==> src/rtl/uart_block_rx.sv <==
// uart_block_rx: 8N1 serial receiver that packs eight bytes into one 64-bit block.
// The first byte received lands in block_data[63:56] and the eighth in [7:0].
// A bad stop bit or too much idle time between bytes throws away the partial block.
// Optional feature macro: UART_RX_PARITY_EN. When defined, frames are 8E1 and a
// PARITY state sits between DATA and STOP.
module uart_block_rx #(
    parameter int CLKS_PER_BIT = 5208,
    parameter int TIMEOUT_BITS = 20
) (
    input  logic        CLK_50MHZ,
    input  logic        reset,
    input  logic        rx,
    output logic [63:0] block_data,
    output logic        block_valid,
    output logic [2:0]  byte_count,
    output logic        frame_err,
    output logic        timeout,
    output logic        busy
);

    // Bit timing. START waits half a bit so that every later sample falls mid-bit.
    localparam logic [15:0] HALF_LOAD = 16'(CLKS_PER_BIT / 2 - 1);
    localparam logic [15:0] FULL_LOAD = 16'(CLKS_PER_BIT - 1);

    // The idle budget is 48 bits wide, so it holds TIMEOUT_BITS * 65535 with room to spare.
    localparam logic [47:0] TIMEOUT_CYCLES = 48'(TIMEOUT_BITS) * 48'(CLKS_PER_BIT);
    localparam logic [47:0] TIMEOUT_LAST   = TIMEOUT_CYCLES - 48'd1;

    typedef enum logic [2:0] {
        IDLE,
        START,
        DATA,
`ifdef UART_RX_PARITY_EN
        PARITY,
`endif
        STOP
    } state_t;

    state_t      state_reg;
    state_t      state_next;

    logic        rx_meta_reg;
    logic        rxs;
    logic        rxs_prev_reg;

    logic [15:0] bit_cnt_reg;
    logic [2:0]  bit_idx_reg;
    logic [7:0]  shift_reg;
    logic [63:0] staging_reg;
    logic [47:0] idle_cnt_reg;

    logic        start_edge;
    logic        cnt_zero;
    logic        load_half;
    logic        load_full;
    logic        bit_shift;
    logic        byte_ok;
    logic        frame_bad;
    logic        stop_good;
    logic        idle_run;
    logic        timeout_hit;
    logic [7:0]  lane_we;

`ifdef UART_RX_PARITY_EN
    logic        parity_bad_reg;
    logic        par_sample;
`endif

    // Two-flop synchronizer for the asynchronous rx pin. It resets to the idle level.
    always_ff @(posedge CLK_50MHZ or posedge reset) begin
        if (reset) begin
            rx_meta_reg  <= 1'b1;
            rxs          <= 1'b1;
            rxs_prev_reg <= 1'b1;
        end else begin
            rx_meta_reg  <= rx;
            rxs          <= rx_meta_reg;
            rxs_prev_reg <= rxs;
        end
    end

    // A frame starts only on a real 1->0 edge.
    // So a line that is still low after a bad stop bit does not start a new frame.
    assign start_edge = rxs_prev_reg & ~rxs;
    assign cnt_zero   = (bit_cnt_reg == 16'd0);

`ifdef UART_RX_PARITY_EN
    assign stop_good = rxs & ~parity_bad_reg;
`else
    assign stop_good = rxs;
`endif

    // The idle timer only runs while a partial block is waiting in IDLE.
    // A start edge wins over an expiry that lands in the same cycle.
    assign idle_run    = (state_reg == IDLE) && (byte_count != 3'd0) && !start_edge;
    assign timeout_hit = idle_run && (idle_cnt_reg == TIMEOUT_LAST);

    // State register.
    always_ff @(posedge CLK_50MHZ or posedge reset) begin
        if (reset) begin
            state_reg <= IDLE;
        end else begin
            state_reg <= state_next;
        end
    end

    // Next-state logic and per-cycle strobes for the datapath.
    always_comb begin
        state_next = state_reg;
        load_half  = 1'b0;
        load_full  = 1'b0;
        bit_shift  = 1'b0;
        byte_ok    = 1'b0;
        frame_bad  = 1'b0;
`ifdef UART_RX_PARITY_EN
        par_sample = 1'b0;
`endif
        case (state_reg)
            IDLE: begin
                if (start_edge) begin
                    load_half  = 1'b1;
                    state_next = START;
                end
            end
            START: begin
                if (cnt_zero) begin
                    if (!rxs) begin
                        load_full  = 1'b1;
                        state_next = DATA;
                    end else begin
                        // The line is high again, so this was a glitch. Drop it quietly.
                        state_next = IDLE;
                    end
                end
            end
            DATA: begin
                if (cnt_zero) begin
                    bit_shift = 1'b1;
                    load_full = 1'b1;
                    if (bit_idx_reg == 3'd7) begin
`ifdef UART_RX_PARITY_EN
                        state_next = PARITY;
`else
                        state_next = STOP;
`endif
                    end
                end
            end
`ifdef UART_RX_PARITY_EN
            PARITY: begin
                if (cnt_zero) begin
                    par_sample = 1'b1;
                    load_full  = 1'b1;
                    state_next = STOP;
                end
            end
`endif
            STOP: begin
                if (cnt_zero) begin
                    state_next = IDLE;
                    if (stop_good) begin
                        byte_ok = 1'b1;
                    end else begin
                        frame_bad = 1'b1;
                    end
                end
            end
            default: state_next = IDLE;
        endcase
    end

    // Bit-period counter, bit index and LSB-first shift register.
    always_ff @(posedge CLK_50MHZ or posedge reset) begin
        if (reset) begin
            bit_cnt_reg <= 16'd0;
            bit_idx_reg <= 3'd0;
            shift_reg   <= 8'd0;
        end else begin
            if (load_half) begin
                bit_cnt_reg <= HALF_LOAD;
            end else if (load_full) begin
                bit_cnt_reg <= FULL_LOAD;
            end else if (!cnt_zero) begin
                bit_cnt_reg <= bit_cnt_reg - 16'd1;
            end

            if (load_half) begin
                bit_idx_reg <= 3'd0;
            end else if (bit_shift) begin
                bit_idx_reg <= bit_idx_reg + 3'd1;
            end

            if (bit_shift) begin
                shift_reg <= {rxs, shift_reg[7:1]};
            end
        end
    end

`ifdef UART_RX_PARITY_EN
    // Even parity: the data bits and the parity bit together must have an even number of ones.
    always_ff @(posedge CLK_50MHZ or posedge reset) begin
        if (reset) begin
            parity_bad_reg <= 1'b0;
        end else if (load_half) begin
            parity_bad_reg <= 1'b0;
        end else if (par_sample) begin
            parity_bad_reg <= (^shift_reg) ^ rxs;
        end
    end
`endif

    // One write enable per byte lane, selected by how many bytes have arrived so far.
    generate
        for (genvar gi = 0; gi < 8; gi++) begin : g_lane
            assign lane_we[gi] = byte_ok && (byte_count == 3'(gi));
        end
    endgenerate

    // Block assembly, output pulses and byte counting.
    always_ff @(posedge CLK_50MHZ or posedge reset) begin
        if (reset) begin
            staging_reg <= 64'd0;
            block_data  <= 64'd0;
            block_valid <= 1'b0;
            byte_count  <= 3'd0;
            frame_err   <= 1'b0;
            timeout     <= 1'b0;
        end else begin
            block_valid <= 1'b0;
            frame_err   <= 1'b0;
            timeout     <= 1'b0;
            if (frame_bad) begin
                frame_err   <= 1'b1;
                byte_count  <= 3'd0;
                staging_reg <= 64'd0;
            end else if (byte_ok) begin
                for (int i = 0; i < 8; i++) begin
                    if (lane_we[i]) begin
                        staging_reg[63 - 8*i -: 8] <= shift_reg;
                    end
                end
                if (byte_count == 3'd7) begin
                    // The eighth byte goes straight to the output; it is not read back from staging.
                    block_data  <= {staging_reg[63:8], shift_reg};
                    block_valid <= 1'b1;
                    byte_count  <= 3'd0;
                end else begin
                    byte_count <= byte_count + 3'd1;
                end
            end else if (timeout_hit) begin
                timeout     <= 1'b1;
                byte_count  <= 3'd0;
                staging_reg <= 64'd0;
            end
        end
    end

    // Idle timer between bytes of a block.
    // It stays cleared in every other situation, including entry to START.
    always_ff @(posedge CLK_50MHZ or posedge reset) begin
        if (reset) begin
            idle_cnt_reg <= 48'd0;
        end else if (idle_run && !timeout_hit) begin
            idle_cnt_reg <= idle_cnt_reg + 48'd1;
        end else begin
            idle_cnt_reg <= 48'd0;
        end
    end

    assign busy = (state_reg != IDLE);

endmodule

==> config.mk <==
export PLATFORM = sky130hd
export DESIGN_NAME = uart_block_rx
export DESIGN_NICKNAME = d
export VERILOG_FILES = /design/src/rtl/uart_block_rx.sv
export SDC_FILE = /design/constraint.sdc
export NUM_CORES = 1
export LEC_CHECK = 0
export CORE_ASPECT_RATIO = 2
export CORE_MARGIN = 2
export CORE_UTILIZATION = 39
export DETAILED_ROUTE_END_ITERATION = 12
export HOLD_SLACK_MARGIN = 0.02
export REMOVE_ABC_BUFFERS = 1
export SLEW_MARGIN = 20
export SYNTH_ARGS = -nofsm -noshare
export SYNTH_HDL_FRONTEND = slang
export SYNTH_SLANG_ARGS = --single-unit
==> constraint.sdc <==
create_clock -name CLK_50MHZ -period 9.1 [get_ports CLK_50MHZ]
set_input_delay 1.365 -clock CLK_50MHZ [delete_from_list [all_inputs] [get_ports CLK_50MHZ]]
set_output_delay 1.365 -clock CLK_50MHZ [all_outputs]
set_load 0.01 [all_outputs]
==> results of run 1 <==
[cell usage after synthesis (7+ instances only)]
| cell | instances |
|---|---|
| dfrtp_1 | 203 |
| mux2_2 | 67 |
| o31ai_1 | 7 |
| nand2_1 | 136 |
| xnor2_1 | 11 |
| buf_1 | 13 |
| nand3_1 | 26 |
| a21o_1 | 55 |
| o21ai_0 | 11 |
| nand4_1 | 23 |
| ha_1 | 15 |
| xor2_1 | 33 |
| or4_1 | 7 |
| or3_1 | 9 |
| nand2b_1 | 9 |
| and3_1 | 11 |
| buf_2 | 10 |
| nor3_1 | 8 |
| a21oi_1 | 70 |
| nor2_1 | 62 |
| inv_1 | 15 |
| nor4_1 | 15 |
| clkbuf_1 | 22 |
[metrics by stage]
step	cells	power, W	hold WS (ns)
after floorplan	842	0.001103	0.3452
after global placement	1205	0.001148	0.3473
after detailed placement	1205	0.001155	0.3512
after CTS	1239	0.001968	0.3546
after global routing	1239	0.002021	0.3526
final	1239	0.001941	0.3533
[worst register-to-register path, stage by stage (launching register included)]
cell     delay [ns]
dfrtp_1        0.44
nor4_1         0.58
and4_1         0.63
and3_1         0.44
nand2_4        0.54
mux2_1         0.55
[path summary, 6_finish.rpt]
path                                                  from                    endpoint  slack [ns]  depth (start not counted)
worst max-delay path              state_reg[0]$_DFFE_PP0P_                        busy        5.76                          4
min in group asynchronous                            reset  block_data[17]$_DFFE_PP0P_        1.47                          2
worst min-delay path                 rx_meta_reg$_DFF_PP1_               rxs$_DFF_PP1_        0.35                          0
worst min register to register       rx_meta_reg$_DFF_PP1_               rxs$_DFF_PP1_        0.35                          0
max in group asynchronous                            reset  block_data[38]$_DFFE_PP0P_        6.10                          3
worst max register to register  bit_cnt_reg[6]$_DFFE_PP0P_   block_data[4]$_DFFE_PP0P_        5.80                          5
[report_power, final]
part	switching (W)	total (W)	internal (W)
clock network	0.000350	0.000804	0.000454
registers	0.0000340	0.000980	0.000946
logic	0.0000955	0.000157	0.0000611
[cells by family after synthesis]
logic type,synth area share
buf+inv,0.02769
compound gates,0.1093
fa+ha+maj,0.01997
mux,0.08625
simple gates,0.1670
xor+xnor,0.04100
flops,0.5488
[layout make-up]
type,count,area (um2),area share
Multi-Input combinational cell,621,4009,0.3655
Inverter,15,63.81,0.005817
Sequential cell,206,5159,0.4703
Clock buffer,28,591.8,0.05395
Clock inverter,6,33.78,0.003080
Tap cell,287,359.1,0.03274
Timing Repair Buffer,76,753.2,0.06867
[metal layers]
layer,wire length (um),up-vias
li1,-,3201
met1,9065,3425
met2,11980,115
met3,765,40
met4,715,0
met5,0,-
[layout by cell type (no fill, tap or decap), drive strengths merged, types with 3 or more instances in the layout]
master | netlist | final
dfrtp | 203 | 203
nand2 | 136 | 136
clkdlybuf4s50 | 0 | 73
mux2 | 72 | 72
a21oi | 70 | 70
nor2 | 62 | 62
a21o | 55 | 55
xor2 | 33 | 33
clkbuf | 22 | 28
nand3 | 26 | 26
nand4 | 23 | 23
nor4 | 16 | 16
ha | 15 | 15
inv | 15 | 15
xnor2 | 11 | 11
o21ai | 11 | 11
and3 | 11 | 11
or3 | 9 | 9
nand2b | 9 | 9
nor3 | 9 | 9
or4 | 8 | 8
o31ai | 7 | 7
and4 | 6 | 6
nor2b | 6 | 6
a211oi | 6 | 6
clkinv | 0 | 6
and2 | 4 | 4
a211o | 3 | 3
buf | 25 | 3
dfstp | 3 | 3
==> impl_metrics.yaml, run 1 <==
floorplan:
  dieArea_um2: 25440
  rows: 80
  die_x_um: 113.8
  initial_core_util: 0.3946
  ioPinCount: 74
  core_um2: 23820
  chipHeight_um: 223.6
synthesis:
  ys_ff_latch: 206
  synth_top_area_cell: "dfrtp_1"
  yosysWarnings: 0
  synth-async-reset-ratio: 1.000
  ys_top_cells_by_area: "dfrtp_1 (54%), mux2_2 (8.0%), nand2_1 (5.4%)"
  synth_flop_cell: "dfrtp_1"
  yosysUniqueCellTypes: 46
  syn_area_per_cell_um2: 10.57
  synth_top_cell_area_share: 0.5404
  ys_seq_area_frac: 0.5488
  synth_cells: 889
  syn-cell-area_um2: 9400
  synth_edf_count: 0
clock_tree:
  cts_tree: "done"
  root_buffer: "clkbuf_16"
  cts_hold_buf: 0
  post-cts-setup-buffers: 0
  clkTransAtPathRegs_ns: 0.06
  cts_buffer_depth: 3
  cts_repair_resize_count: 0
  numCtsBuffers: 20
  clock_latency_ns: 0.50
  htreeDepth: 1
  cts.sinks: 206
sta:
  hold_viol_final: 0
  fin_crit_ns: 3.340
  fmax_mhz: 299.4
  setup-tns-final_ns: 0
  maxSlewViolCount: 0
  worstMarginPinSlew_ns: 0.9795
  finClkSkew_ns: 0.008785
  setup_viol: 0
  relSlewSlack: 0.3470
  setup_ws_ns: 5.760
  rsz0062_at_grt: "no"
  min_period_over_period: 0.3670
layout:
  antenna_cells: 0
  fillCellCount: 2267
  finalInstanceArea_um2: 10970
  num-nets-final: 958
  largest_reg_flops: 64
  postLayoutCoreUtil: 0.4605
  syn2layout_area_growth_pct: 16.69
  drive_gt1_frac: 0.1176
global_routing:
  antenna_found_initial: 0
  use_met1: 0.2260
  grt_max_degree: 140
  grt_pass1_vias: 6752
  overflow: 0
  track_usage: 0.1811
  top_usage_layer: "met2"
  grt_first_pass_wirelength_um: 36960
  grt_use_met2: 0.3201
  met3_usage: 0.02110
status:
  status: "finished, final reports clean"
setup_path:
  cp_max_fo: 5
  critPathCaptureType: "output port"
  path_buf_inv: 3
  cp.required_ns: 7.74
  path_class: "flop to output port"
  cp_slowest_cell: "clkdlybuf4s50_1"
  critical_path.max_stage_delay_ns: 0.57
  cpLargestDelayFamily: "buffers and inverters"
  arrival_ns: 1.97
  cp-start-kind: "flop"
  path_cells: "inv_1 > ha_1 > inv_1 > clkdlybuf4s50_1"
  crit_top_cell: "inv_1"
placement:
  io_buffer_count: 73
  gp_congestion: 0.8135
  preCtsSetupSlack_ns: 5.492
  dp.final_hpwl_um: 15240
  place_area_um2: 10330
power:
  worst_ir_drop_vdd_uv: 93.15
  power.density_nw_per_um2: 176.9
  leakage_nw: 5.202
flow_run:
  drv_cap: 0
detailed_routing:
  vias: 6781
  first_pass_iters: 4
  ant_nets: 0
  vias_per_cell: 5.473
  drt-total-wl_um: 22520
  wl_per_cell_um: 18.18
  drc: 0
  drt-initial-drc-count: 318
hold_path:
  hp-class: "flop to flop"
Note: power is estimated with default switching activity, not from simulation.
==> run 2: changes to the inputs <==
==> constraint.sdc (replaced) <==
create_clock -name CLK_50MHZ -period 3.4 [get_ports CLK_50MHZ]
set_input_delay 0.51 -clock CLK_50MHZ [delete_from_list [all_inputs] [get_ports CLK_50MHZ]]
set_output_delay 0.51 -clock CLK_50MHZ [all_outputs]
set_load 0.01 [all_outputs]
==> run 2 against run 1 <==
Clock power grew to 2.9 times the previous value; final cell count is 0.97% higher; die area stayed put; power rose to 2.8 times the previous value; worst setup slack worse by 5.2 ns; sequential share of layout area fell by 0.65 points; critical path type is now flop to flop; worst hold slack improved by 0.011 ns.
==> impl_metrics.yaml, run 2 (synthesized netlist as in run 1, its figures left out) <==
power:
  leakage_nw: 5.274
  p_sw_frac: 0.2386
  combPwrFrac: 0.080
  internal_power_w: 0.004098
  worst_ir_drop_vdd_uv: 281.4
  p_clk_frac: 0.433
  fin_total_pwr_w: 0.005382
  power.density_nw_per_um2: 484.0
  pwr-share-seq: 0.488
  p_sw_w: 0.001284
global_routing:
  overflow: 0
  grt_max_degree: 89
  antenna_found_initial: 0
  track_usage: 0.1823
  grt_pass1_vias: 6866
  grt_first_pass_wirelength_um: 37040
layout:
  antenna_cells: 0
  final_common_cell: "dfrtp_1"
  drive_gt1_frac: 0.1255
  num-nets-final: 970
  final_cell_mix: "dfrtp_1 (203), nand2_1 (135), clkdlybuf4s50_1 (73), a21oi_1 (70), mux2_2 (67)"
  syn2layout_area_growth_pct: 18.31
  largest_reg_flops: 64
setup_path:
  path_cells: "inv_1 > ha_1 > nor4b_1 > and4_1 > and3_1 > nand2_4 > buf_4 > mux2_1"
  path_class: "flop to flop"
  cp_max_fo: 54
  cp-start-kind: "flop"
  reg2reg_to: "block_data[4]$_DFFE_PP0P_"
  critPathCaptureType: "flop"
  cp.required_ns: 3.79
  r2r_start: "bit_cnt_reg[0]$_DFFE_PP0P_"
  critical_path.max_stage_delay_ns: 0.41
  arrival_ns: 3.22
  rrSetupSlack_ns: 0.57
  critPathLaunch: "bit_cnt_reg[0]$_DFFE_PP0P_"
  rr_worst_depth: 8
  cp_slowest_cell: "nor4b_1"
clock_tree:
  root_buffer: "clkbuf_16"
  clkTransAtPathRegs_ns: 0.06
  cts_buffer_depth: 3
  cts.sinks: 206
  clock_latency_ns: 0.51
  cts_hold_buf: 0
  cts_repair_resize_count: 0
  numCtsBuffers: 20
  htreeDepth: 1
  post-cts-setup-buffers: 0
  cts_tree: "done"
floorplan:
  ioPinCount: 74
  rows: 80
  chipHeight_um: 223.6
  core_um2: 23820
  dieArea_um2: 25440
  initial_core_util: 0.3946
  die_x_um: 113.8
detailed_routing:
  wl_per_cell_um: 18.32
  drc: 0
  vias_per_cell: 5.500
  first_pass_iters: 5
  drt-initial-drc-count: 401
  ant_nets: 0
  vias: 6881
  drt-total-wl_um: 22920
sta:
  finClkSkew_ns: 0.007852
  fmax_mhz: 353.1
  min_period_over_period: 0.8330
  rsz0062_at_grt: "no"
  relSlewSlack: 0.5119
  worstMarginPinSlew_ns: 0.7322
  maxSlewViolCount: 0
  setup_ws_ns: 0.5677
  fin_crit_ns: 2.832
  setup_viol: 0
  hold_viol_final: 0
placement:
  gp_congestion: 0.8375
  io_buffer_count: 73
  dp.final_hpwl_um: 15660
  preCtsSetupSlack_ns: 0.5919
status:
  status: "finished, final reports clean"
flow_run:
  drv_cap: 0
hold_path:
  hp-class: "flop to flop"
  hold_depth: 0
  worstHoldEndpoint: "rxs$_DFF_PP1_"
  hold_start: "rx_meta_reg$_DFF_PP1_"
[run 2: cell types whose count changed in the layout (fill, tap and decap cells not counted), sizes merged]
cell | previous run | this run
bufinv | 0 | 2
buf | 3 | 15
clkinv | 6 | 1
clkbuf | 28 | 31
[run 2: stage by stage]
stage	instance area [um2]	std cells	hold slack [ns]	setup TNS (ns)	util
5_1_grt	11120	1251	0.3657	0	0.4669
3_3_place_gp	10440	1217	0.3510	0	0.4384
3_5_place_dp	10440	1217	0.3514	0	0.4384
6_report	11120	1251	0.3641	0	0.4669
2_1_floorplan	9196	842	0.3452	-565.37	-
4_1_cts	11120	1251	0.3718	0	0.4669
[run 2: power groups by stage]
stage          registers (W)  logic [W]  clock network (W)
2_1_floorplan        0.00264   0.000309                  0
3_3_place_gp         0.00266   0.000425                  0
3_5_place_dp         0.00267   0.000433                  0
4_1_cts              0.00262   0.000435            0.00239
5_1_grt              0.00264   0.000489            0.00249
6_report             0.00262   0.000429            0.00233
[run 2: worst max-delay path by stage]
stage                            endpoint  slack, ns  cells past startpoint
6_report        block_data[4]$_DFFE_PP0P_       0.57                      8
5_1_grt         block_data[6]$_DFFE_PP0P_       0.32                      8
4_1_cts         block_data[6]$_DFFE_PP0P_       0.57                      8
3_5_place_dp    block_data[4]$_DFFE_PP0P_       0.59                      8
3_3_place_gp    block_data[4]$_DFFE_PP0P_       0.67                      8
2_1_floorplan  bit_cnt_reg[0]$_DFFE_PP0P_      -2.73                      1
[run 2: per-layer routing]
metal / global-route usage / up-vias / part of all wire
li1: - / 3223 / -
met1: 0.2143 / 3453 / 0.39
met2: 0.3235 / 148 / 0.53
met3: 0.02489 / 57 / 0.036
met4: 0.08812 / 0 / 0.044
met5: 0 / - / 0
[run 2: worst max-delay path: cells and delay by family (launching register included)]
family / cells / cell delay (ns)
and+or+nand+nor: 4 / 1.28
buffers and inverters: 2 / 0.47
DFF: 1 / 0.40
muxes: 1 / 0.39
adders and majority gates: 1 / 0.14
[run 2: final cells by class]
cell class              count  area (um2)
repair buffers             88       868.3
fillers                  2194       12700
well taps                 287       359.1
multi-input cells         621        3994
flip-flops and latches    206        5159
clock buffers              31       613.1
inverters                  15       63.81
clock inverters             3       65.06
==> run 3: changes to the inputs <==
==> constraint.sdc (replaced) <==
create_clock -name CLK_50MHZ -period 2.8 [get_ports CLK_50MHZ]
set_input_delay 0.42 -clock CLK_50MHZ [delete_from_list [all_inputs] [get_ports CLK_50MHZ]]
set_output_delay 0.42 -clock CLK_50MHZ [all_outputs]
set_load 0.01 [all_outputs]
==> run 3 against run 2 <==
Clock skew up 0.0058 ns; final cell count increased by 1.4%; wire length rose by 0.49%; final area rose by 2.0%; sequential cell count unchanged; global-route usage increased by 0.087 points; power grew 25%; combinational power grew 23%; core utilization up 0.94 points; critical endpoint is now staging_reg[36]$_DFFE_PP0P_.
==> impl_metrics.yaml, run 3 (synthesized netlist as in run 1, its figures left out) <==
sta:
  finClkSkew_ns: 0.01367
  fmax_mhz: 374.4
  hold_viol_final: 0
  relSlewSlack: 0.5303
  rsz0062_at_grt: "no"
  setup_viol: 0
  min_period_over_period: 0.9540
  setup-tns-final_ns: 0
  fin_crit_ns: 2.671
  maxSlewViolCount: 0
  holdWs_ns: 0.3140
  worstMarginPinSlew_ns: 0.6981
clock_tree:
  htreeDepth: 1
  post-cts-setup-buffers: 0
  root_buffer: "clkbuf_16"
  clkTransAtPathRegs_ns: 0.07
  cts_repair_resize_count: 0
  numCtsBuffers: 21
  cts.sinks: 206
  cts_hold_buf: 0
  cts_tree: "done"
  cts_buffer_depth: 3
  clock_latency_ns: 0.51
detailed_routing:
  first_pass_iters: 4
  vias_per_cell: 5.385
  wl_per_cell_um: 18.16
  drc: 0
  drt-total-wl_um: 23030
  ant_nets: 0
  drt-initial-drc-count: 419
  vias: 6828
power:
  p_sw_frac: 0.2445
  leakage_nw: 5.389
  internal_power_w: 0.005073
  power.density_nw_per_um2: 591.8
  pwr-share-seq: 0.474
  p_sw_w: 0.001642
  worst_ir_drop_vdd_uv: 314.7
  p_clk_frac: 0.447
  combPwrFrac: 0.079
setup_path:
  r2r_start: "idle_cnt_reg[13]$_DFF_PP0_"
  path_class: "flop to flop"
  critPathCaptureType: "flop"
  path_cells: "or4b_1 > or3_1 > or4_4 > o21a_4 > buf_12 > a21o_1"
  critical_path.max_stage_delay_ns: 0.50
  cp_max_fo: 40
  cp.required_ns: 3.19
  arrival_ns: 3.06
  cp_slowest_cell: "or4b_1"
  critPathLaunch: "idle_cnt_reg[13]$_DFF_PP0_"
  cp-start-kind: "flop"
global_routing:
  grt_first_pass_wirelength_um: 36890
  antenna_found_initial: 0
  overflow: 0
  grt_max_degree: 73
  track_usage: 0.1832
  grt_pass1_vias: 6773
floorplan:
  dieArea_um2: 25440
  rows: 80
  die_x_um: 113.8
  ioPinCount: 74
  core_um2: 23820
  initial_core_util: 0.3946
  chipHeight_um: 223.6
layout:
  fillCellCount: 2189
  largest_reg_flops: 64
  num-nets-final: 985
  postLayoutCoreUtil: 0.4763
  final_common_cell: "dfrtp_1"
  drive_gt1_frac: 0.1437
  finalInstanceArea_um2: 11350
  final_cell_mix: "dfrtp_1 (203), nand2_1 (135), clkdlybuf4s50_1 (73), a21oi_1 (70), mux2_2 (67)"
  antenna_cells: 0
  syn2layout_area_growth_pct: 20.70
placement:
  gp_congestion: 0.8374
  dp.final_hpwl_um: 15970
  place_area_um2: 10620
  io_buffer_count: 73
status:
  status: "finished, final reports clean"
hold_path:
  hold_start: "rx"
  hp-class: "input pin to flop"
flow_run:
  drv_cap: 0
[run 3: path summary, 6_finish.rpt]
check / end / slack, ns / cells after the start
min: rx_meta_reg$_DFF_PP1_ / 0.31 / 1
max reg2reg: staging_reg[36]$_DFFE_PP0P_ / 0.13 / 6
min in group asynchronous: block_data[20]$_DFFE_PP0P_ / 0.38 / 2
max: staging_reg[36]$_DFFE_PP0P_ / 0.13 / 6
max in group asynchronous: rxs$_DFF_PP1_ / 1.70 / 3
min reg2reg: rxs$_DFF_PP1_ / 0.41 / 0
[run 3: critical path, delay by kind of cell, from the launching register on]
kind                   cells  cell delay [ns]
and+or+nand+nor            3             1.33
AOI/OAI and AO/OA          2             0.55
DFF                        1             0.43
buffers and inverters      1             0.23
[run 3: stage by stage]
step           setup WS (ns)  power (W)  std cells
6_report              0.1287   0.006714       1268
3_3_place_gp          0.1322   0.003759       1231
4_1_cts               0.1213   0.006794       1268
5_1_grt              0.01320   0.006984       1268
2_1_floorplan         -3.239   0.003586        842
3_5_place_dp          0.1336   0.003774       1231
[run 3: layout make-up]
class | instances | area (um2) | share of cell area
Clock buffer | 24 | 546.8 | 0.04819
Inverter | 15 | 63.81 | 0.005624
Timing Repair Buffer | 102 | 1049 | 0.09241
Multi-Input combinational cell | 621 | 3994 | 0.3520
Tap cell | 287 | 359.1 | 0.03165
Sequential cell | 206 | 5159 | 0.4547
Clock inverter | 13 | 175.2 | 0.01544
[run 3: power groups by stage]
stage	logic, W	clock network, W	registers, W
floorplan	0.000376	0	0.00321
global placement	0.000523	0	0.00324
detailed placement	0.000538	0	0.00324
CTS	0.000539	0.00307	0.00318
global route	0.000591	0.00319	0.00320
finish	0.000527	0.00300	0.00318
[run 3: metal layers]
metal  global-route usage  share of wire  up-vias
met3              0.02110          0.027       40
met4              0.06570          0.029        0
met5                    0              0        -
met1               0.2202           0.41     3403
li1                     -              -     3270
met2               0.3340           0.54      115
